## config.mk

```make
export PLATFORM = sky130hd
export DESIGN_NAME = fetch_decode_buffer
export DESIGN_NICKNAME = d
export VERILOG_FILES = /design/src/rtl/fetch_decode_buffer.sv
export SDC_FILE = /design/constraint.sdc
export NUM_CORES = 1
export LEC_CHECK = 0
export BUFFER_PORTS_ARGS = -buffer_cell sky130_fd_sc_hd__buf_2
export CORE_ASPECT_RATIO = 1.75
export CORE_MARGIN = 2
export CORE_UTILIZATION = 45
export DETAILED_ROUTE_END_ITERATION = 8
export PLACE_DENSITY = 0.71
export SYNTH_ARGS = -nofsm -noshare
export SYNTH_HDL_FRONTEND = slang
export SYNTH_SLANG_ARGS = --single-unit
```

## constraint.sdc

```tcl
create_clock -name clk -period 27.4 [get_ports clk]
set_clock_uncertainty 0.1 [all_clocks]
set_input_delay 8.22 -clock clk [delete_from_list [all_inputs] [get_ports clk]]
set_output_delay 8.22 -clock clk [all_outputs]
set_load 0.01 [all_outputs]
```

## src/rtl/fetch_decode_buffer.sv

```systemverilog
// Two-entry FIFO skid buffer between fetch and decode; registered head, flush discards contents.
// Latency: a word accepted at edge N is presented to decode in the cycle after edge N (no bypass).
// Backpressure: fetch_o_ready drops only when both entries are full; it comes from registered count only.
module fetch_decode_buffer #(
  parameter int BUS_W    = 96,
  parameter int COMMIT_W = 161
) (
  input  logic                clk,
  input  logic                rst,
  input  logic                fetch_i_valid,
  output logic                fetch_o_ready,
  input  logic [BUS_W-1:0]    fetch_i_bus_info,
  input  logic [COMMIT_W-1:0] fetch_i_commit_info,
  input  logic                flush_i,
  output logic                decode_o_valid,
  input  logic                decode_i_ready,
  output logic [BUS_W-1:0]    decode_o_bus_info,
  output logic [COMMIT_W-1:0] decode_o_commit_info,
  output logic [31:0]         stall_cnt_o
);

  logic [BUS_W-1:0]    bus_q    [2];
  logic [COMMIT_W-1:0] commit_q [2];
  logic                rd_ptr;
  logic                wr_ptr;
  logic [1:0]          count;
  logic                push;
  logic                pop;

  // Ready/valid come straight from the occupancy register, so neither side sees a
  // combinational path from the other; a pop while full frees space only next cycle.
  assign fetch_o_ready  = (count != 2'd2);
  assign decode_o_valid = (count != 2'd0);

  assign push = fetch_i_valid & fetch_o_ready & ~flush_i;
  assign pop  = decode_o_valid & decode_i_ready & ~flush_i;

  // Head entry is driven from storage only; zeros mark a bubble when empty.
  assign decode_o_bus_info    = decode_o_valid ? bus_q[rd_ptr]    : '0;
  assign decode_o_commit_info = decode_o_valid ? commit_q[rd_ptr] : '0;

  // Storage, pointers and occupancy; reset beats flush, flush beats push/pop.
  always_ff @(posedge clk) begin
    if (rst) begin
      for (int i = 0; i < 2; i++) begin
        bus_q[i]    <= '0;
        commit_q[i] <= '0;
      end
      rd_ptr <= 1'b0;
      wr_ptr <= 1'b0;
      count  <= 2'd0;
    end else if (flush_i) begin
      rd_ptr <= 1'b0;
      wr_ptr <= 1'b0;
      count  <= 2'd0;
    end else begin
      if (push) begin
        bus_q[wr_ptr]    <= fetch_i_bus_info;
        commit_q[wr_ptr] <= fetch_i_commit_info;
        wr_ptr           <= ~wr_ptr;
      end
      if (pop) begin
        rd_ptr <= ~rd_ptr;
      end
      case ({push, pop})
        2'b10:   count <= count + 2'd1;
        2'b01:   count <= count - 2'd1;
        default: count <= count;
      endcase
    end
  end

  // Performance counter: cycles where decode holds off a valid head; survives flush, wraps.
  always_ff @(posedge clk) begin
    if (rst) begin
      stall_cnt_o <= 32'd0;
    end else if (decode_o_valid && !decode_i_ready && !flush_i) begin
      stall_cnt_o <= stall_cnt_o + 32'd1;
    end
  end

endmodule

```

==> Word level (Yosys, flattened, before mapping) <==
Memories as Yosys holds them, arrays and structs flattened. A register that Yosys moved wholly into a read port is not among the register bits.
Cells that the tools add are included.
{ "totals": {"regBits": 36, "inputBits": 262, "out_inout_bits": 291, "mem_bits_rw": 514, "word_cells": 47, "memories": 2} }
{ "mem_list": {"columns": ["memory", "depth", "word_bits", "rd", "rd_clocked_by_memory_dff", "write_ports", "line_no", "rtl"], "rows": [
  ["commit_q", 2, 161, 1, 1, 2, "23", "logic [COMMIT_W-1:0] commit_q [2];"],
  ["bus_q", 2, 96, 1, 1, 2, "22", "logic [BUS_W-1:0] bus_q [2];"]
]} }
{ "classes": {"addsub": 3, "muxes": 19, "bitwise": 7, "reduce_logical": 9, "n_eq_ne": 3} }
{ "ops": {"columns": ["operator", "n"], "rows": [
  ["$mux 161", 2],
  ["$mux 96", 2],
  ["$reduce_or 161->1", 1],
  ["$reduce_or 96->1", 1],
  ["$add 32x1->32 const B", 1],
  ["$mux 1", 14],
  ["$and 1x1->1", 4],
  ["$pmux 2 s2", 1],
  ["$reduce_bool 2->1", 2],
  ["$not 1->1", 3],
  ["$add 2x1->2 const B", 1],
  ["$eq 2x1->1 const B", 1],
  ["$eq 2x2->1 const B", 1],
  ["$logic_and 1x1->1", 2],
  ["$logic_not 1->1", 2],
  ["$ne 2x2->1 const B", 1],
  ["$reduce_or 2->1", 1],
  ["$sub 2x1->2 const B", 1]
]} }

==> Logic depth before layout (Yosys ltp) <==
{ "depth": {"word_depth": 9, "mapped_depth": 9, "mapped_depth_nobuf": 8} }

==> Least setup slack after synthesis <==
Ideal clock, no wire load.
{ "synth_path": {"kind": "input-to-reg", "from": "in flush_i", "to": "mem bus_q[0][0] (enable)", "setup_ns": 0.929, "t_required_ns": 26.371, "setup_slack_ns": 5.945, "path_stages": 3, "arrival_ns": 20.426, "path_buffers": 1, "path_cell_list": "buf_6 -> or2_2 -> o21bai_1"} }
{ "synth_rtl": {"columns": ["item", "line_no", "rtl"], "rows": [
  ["from (decl)", "14", "input logic flush_i,"],
  ["to (decl)", "22", null]
]} }

==> qor.csv <==
stage,metric,value,unit
outcome,status,finished clean,
floorplanning,die_x,181,µm
hold_path,hold_class,flop to flop,
grt,antenna_found_initial,25,
floorplanning,num_rows,113,
power,power_density,60.9,mW/mm²
drt,ant_nets,0,
floorplanning,core_area,0.0542,mm²
clock_network,clkLatencyLatePin,580,ps
finish,drive_gt1_share,27.4,%
logic_synthesis,netlist.area_leader.share,62.9,%
clock_network,post_cts_buffers,0,
sta,fmax,81.5,MHz
logic_synthesis,syn_avg_cell_area,13.0,µm²
grt,grt_max_degree,258,
clock_network,clk_pin_slew_worst_paths,70,ps
setup_path,crit_end,decode_o_commit_info[9],
drt,met3_length,4.49,mm
sta,relSlewSlack,30.7,%
floorplanning,pin_count,553,
drt,wl_met2,30.7,mm
clock_network,tritoncts,done,
setup_path,cp_num_cells,5,
power,worst_ir_drop_vdd,0.0580,mV
sta,slew_viol_final,0,
logic_synthesis,synth_fp_nets,2145,
setup_path,r2r_end,commit_q[0][30]$_SDFFCE_PN0P_,
grt,grt_pass1_vias,16500,
logic_synthesis,synth_seq_cells,551,
logic_synthesis,yosys.cell_types.count,41,
setup_path,reg2reg_depth,7,
drt,vias,16200,
sta,hold_viol,0,
setup_path,critPathCaptureType,output port,
drt,drtPass1Iterations,5,
setup_path,r2r_setup_slack,23080,ps
logic_synthesis,synth_edf_count,514,
finish,nNetsFinal,2640,
floorplanning,start_util,45.3,%
logic_synthesis,synthTopCellsByArea,"edfxtp_1 (63%), and2_1 (13%), mux2i_1 (10%)",
setup_path,cp_max_fo,54,
sta,worst_pin_slew,1040,ps
setup_path,cp_slowest_cell,dfxtp_4,
logic_synthesis,async_flop_share,0,%
placed_design,dp_hpwl,40.0,mm
drt,wl_met1,22.3,mm
grt,grt_pass1_wl,92.3,mm
placed_design,io_buffers,552,
grt,grt_usage,20.8,%
logic_synthesis,synth_ff_type,edfxtp_1,
setup_path,worst-path-buf-inv,3,
setup_path,start_kind,flop,
floorplanning,die_h,313,µm
drt,drt_first_iter_violations,948,
logic_synthesis,syn_inst,1881,
drt,routed.top_layer,met5,
grt,grt-ovfl-total,0,
setup_path,critPathTopFamily,buffers and inverters,
logic_synthesis,yosys_warnings,0,
power,cellLeakagePower,11.7,nW
setup_path,path_cells,buf_4 > buf_4 > mux2i_1 > nor2_1 > buf_2,
drt,viasPerCell,5.19,
sta,layout_min_cycle_time,12270,ps
sta,post-route-period-util,44.8,%
setup_path,critPathRequiredTime,19080,ps
logic_synthesis,synth_area_leader_cell,edfxtp_1,
logic_synthesis,syn-cell-area,0.0245,mm²
run,drv_cap,0,
sta,tns,0,ps
clock_network,ctsLongestPathBuffers,3,
sta,whs,417,ps
floorplanning,dieArea,0.0565,mm²
finish,area_growth,20.5,%
logic_synthesis,yosysSeqAreaShare,65.9,%
setup_path,max_stage_delay,970,ps
finish,n_fill_cell,4567,
setup_path,cp_common_cell,buf_4,
clock_network,cts_made_buffers,50,
placed_design,gp_congestion,0.928,
sta,rsz0062_at_grt,no,
drt,route.detailed.drc,0,
drt,drt-wirelength-per-cell,19.4,µm
setup_path,path_class,flop to output port,
clock_network,ctsHoldBuffers,0,
sta,setup_violations,0,
clock_network,htreeDepth,2,
clock_network,ctsResizeCount,0,
clock_network,cts_sinks,551,
clock_network,ctsRootBufferMaster,clkbuf_16,
setup_path,cp_data_arrival_time,3950,ps
setup_path,r2r-start,count[0]$_SDFFE_PP0P_,
drt,wl,60.5,mm
[layer usage]
metal  track usage, %  vias up
met5                0        -
met4             9.92       22
met3             5.55      158
met2             36.3      633
met1             23.7     7833
li1                 -     7536
[synth_stat cells, drive strengths merged (9+ instances only)]
library cell / n
and2: 514
edfxtp: 514
nor2: 276
mux2i: 257
clkbuf: 106
dfxtp: 37
buf: 21
a21oi: 16
nand2: 16
nand3: 11
nor4: 11
or4: 11
nand4: 9
[final cells by class]
cell class                      count  area, µm²  area share [%]
Tap cell                          690        863            2.92
Timing Repair Buffer              570       2920            9.88
Inverter                            3       11.3          0.0381
Clock buffer                       64       1340            4.51
Sequential cell                   551      16200            54.7
Antenna cell                       14       35.0           0.118
Multi-Input combinational cell   1200       7890            26.7
Clock inverter                     28        332            1.12
[worst register-to-register path, cell delays in order (launching register included)]
cell and delay (ps):
dfxtp_1 520, nand2b_1 230, nand2_1 190, or2_2 370, o21bai_4 110, buf_4 620, buf_4 900, buf_4 860
[sequential cells by signal (all words and copies together) (netlist names), named ones only]
| signal | cells |
|---|---|
| rd_ptr | 1 |
| commit_q | 322 |
| wr_ptr | 1 |
| stall_cnt_o | 32 |
| bus_q | 192 |
| count | 2 |
[stage by stage]
step                      total power, W  area, µm²  instances  util, %  setup WS, ps
after detailed placement         0.00110      27900       3014     51.5         15460
after CTS                        0.00182      29500       3106     54.5         15040
final                            0.00180      29600       3120     54.6         15130
after floorplan                  0.00106      24500       1881        -          5940
after global routing             0.00186      29600       3119     54.6         14890
after global placement           0.00110      27900       3014     51.5         15510
[cell usage in the layout, fill, tap and decap left out, types with 2 or more instances in the layout]
| cell | n |
|---|---|
| ha_1 | 2 |
| nand3_1 | 11 |
| mux2i_1 | 257 |
| dfxtp_1 | 36 |
| clkinv_1 | 5 |
| or4_1 | 10 |
| o31ai_1 | 8 |
| or3_1 | 8 |
| nand2b_1 | 2 |
| and2_1 | 514 |
| xnor2_1 | 6 |
| mux2_2 | 6 |
| diode_2 | 14 |
| xor2_1 | 6 |
| nand4_1 | 9 |
| clkbuf_16 | 51 |
| mux2_1 | 2 |
| nand2_1 | 16 |
| buf_4 | 16 |
| nor2b_1 | 8 |
| nor2_1 | 275 |
| clkinv_2 | 11 |
| nor3_1 | 6 |
| bufinv_16 | 7 |
| inv_1 | 3 |
| and4_1 | 4 |
| clkbuf_1 | 12 |
| edfxtp_1 | 514 |
| inv_8 | 2 |
| nor4_1 | 10 |
| buf_12 | 2 |
| a21oi_1 | 16 |
| o21ai_0 | 7 |
| and3_1 | 4 |
| buf_2 | 552 |
| o21bai_4 | 2 |
[where the power goes]
| part | leakage (nW) | total (W) | internal [W] | switching, W |
|---|---|---|---|---|
| Sequential | 5.71 | 0.000975 | 0.000962 | 0.0000122 |
| Clock | 0.821 | 0.000718 | 0.000412 | 0.000306 |
| Combinational | 5.20 | 0.000107 | 0.0000409 | 0.0000665 |
| Total | 11.7 | 0.00180 | 0.00142 | 0.000385 |
[cells by family after synthesis]
family	after synthesis	share of synthesized area (%)
adder cells (fa/ha/maj)	2	0.102
XOR/XNOR	12	0.428
multiplexers	265	10.9
AND/OR/NAND/NOR	884	19.7
AO/OA/AOI/OAI	37	0.974
flip-flops	551	65.9
buffers and inverters	130	2.06
[how the worst min path moves through the flow]
stage	startpoint	end	slack [ps]	cells past startpoint
final	stall_cnt_o[21]$_SDFFE_PP0P_	stall_cnt_o[21]$_SDFFE_PP0P_	420	2
after global routing	stall_cnt_o[21]$_SDFFE_PP0P_	stall_cnt_o[21]$_SDFFE_PP0P_	440	2
after CTS	stall_cnt_o[21]$_SDFFE_PP0P_	stall_cnt_o[21]$_SDFFE_PP0P_	420	2
after detailed placement	stall_cnt_o[21]$_SDFFE_PP0P_	stall_cnt_o[21]$_SDFFE_PP0P_	420	2
after global placement	stall_cnt_o[18]$_SDFFE_PP0P_	stall_cnt_o[18]$_SDFFE_PP0P_	400	2
after floorplan	stall_cnt_o[15]$_SDFFE_PP0P_	stall_cnt_o[15]$_SDFFE_PP0P_	420	2
No activity file was read; power rests on OpenSTA's default activity.
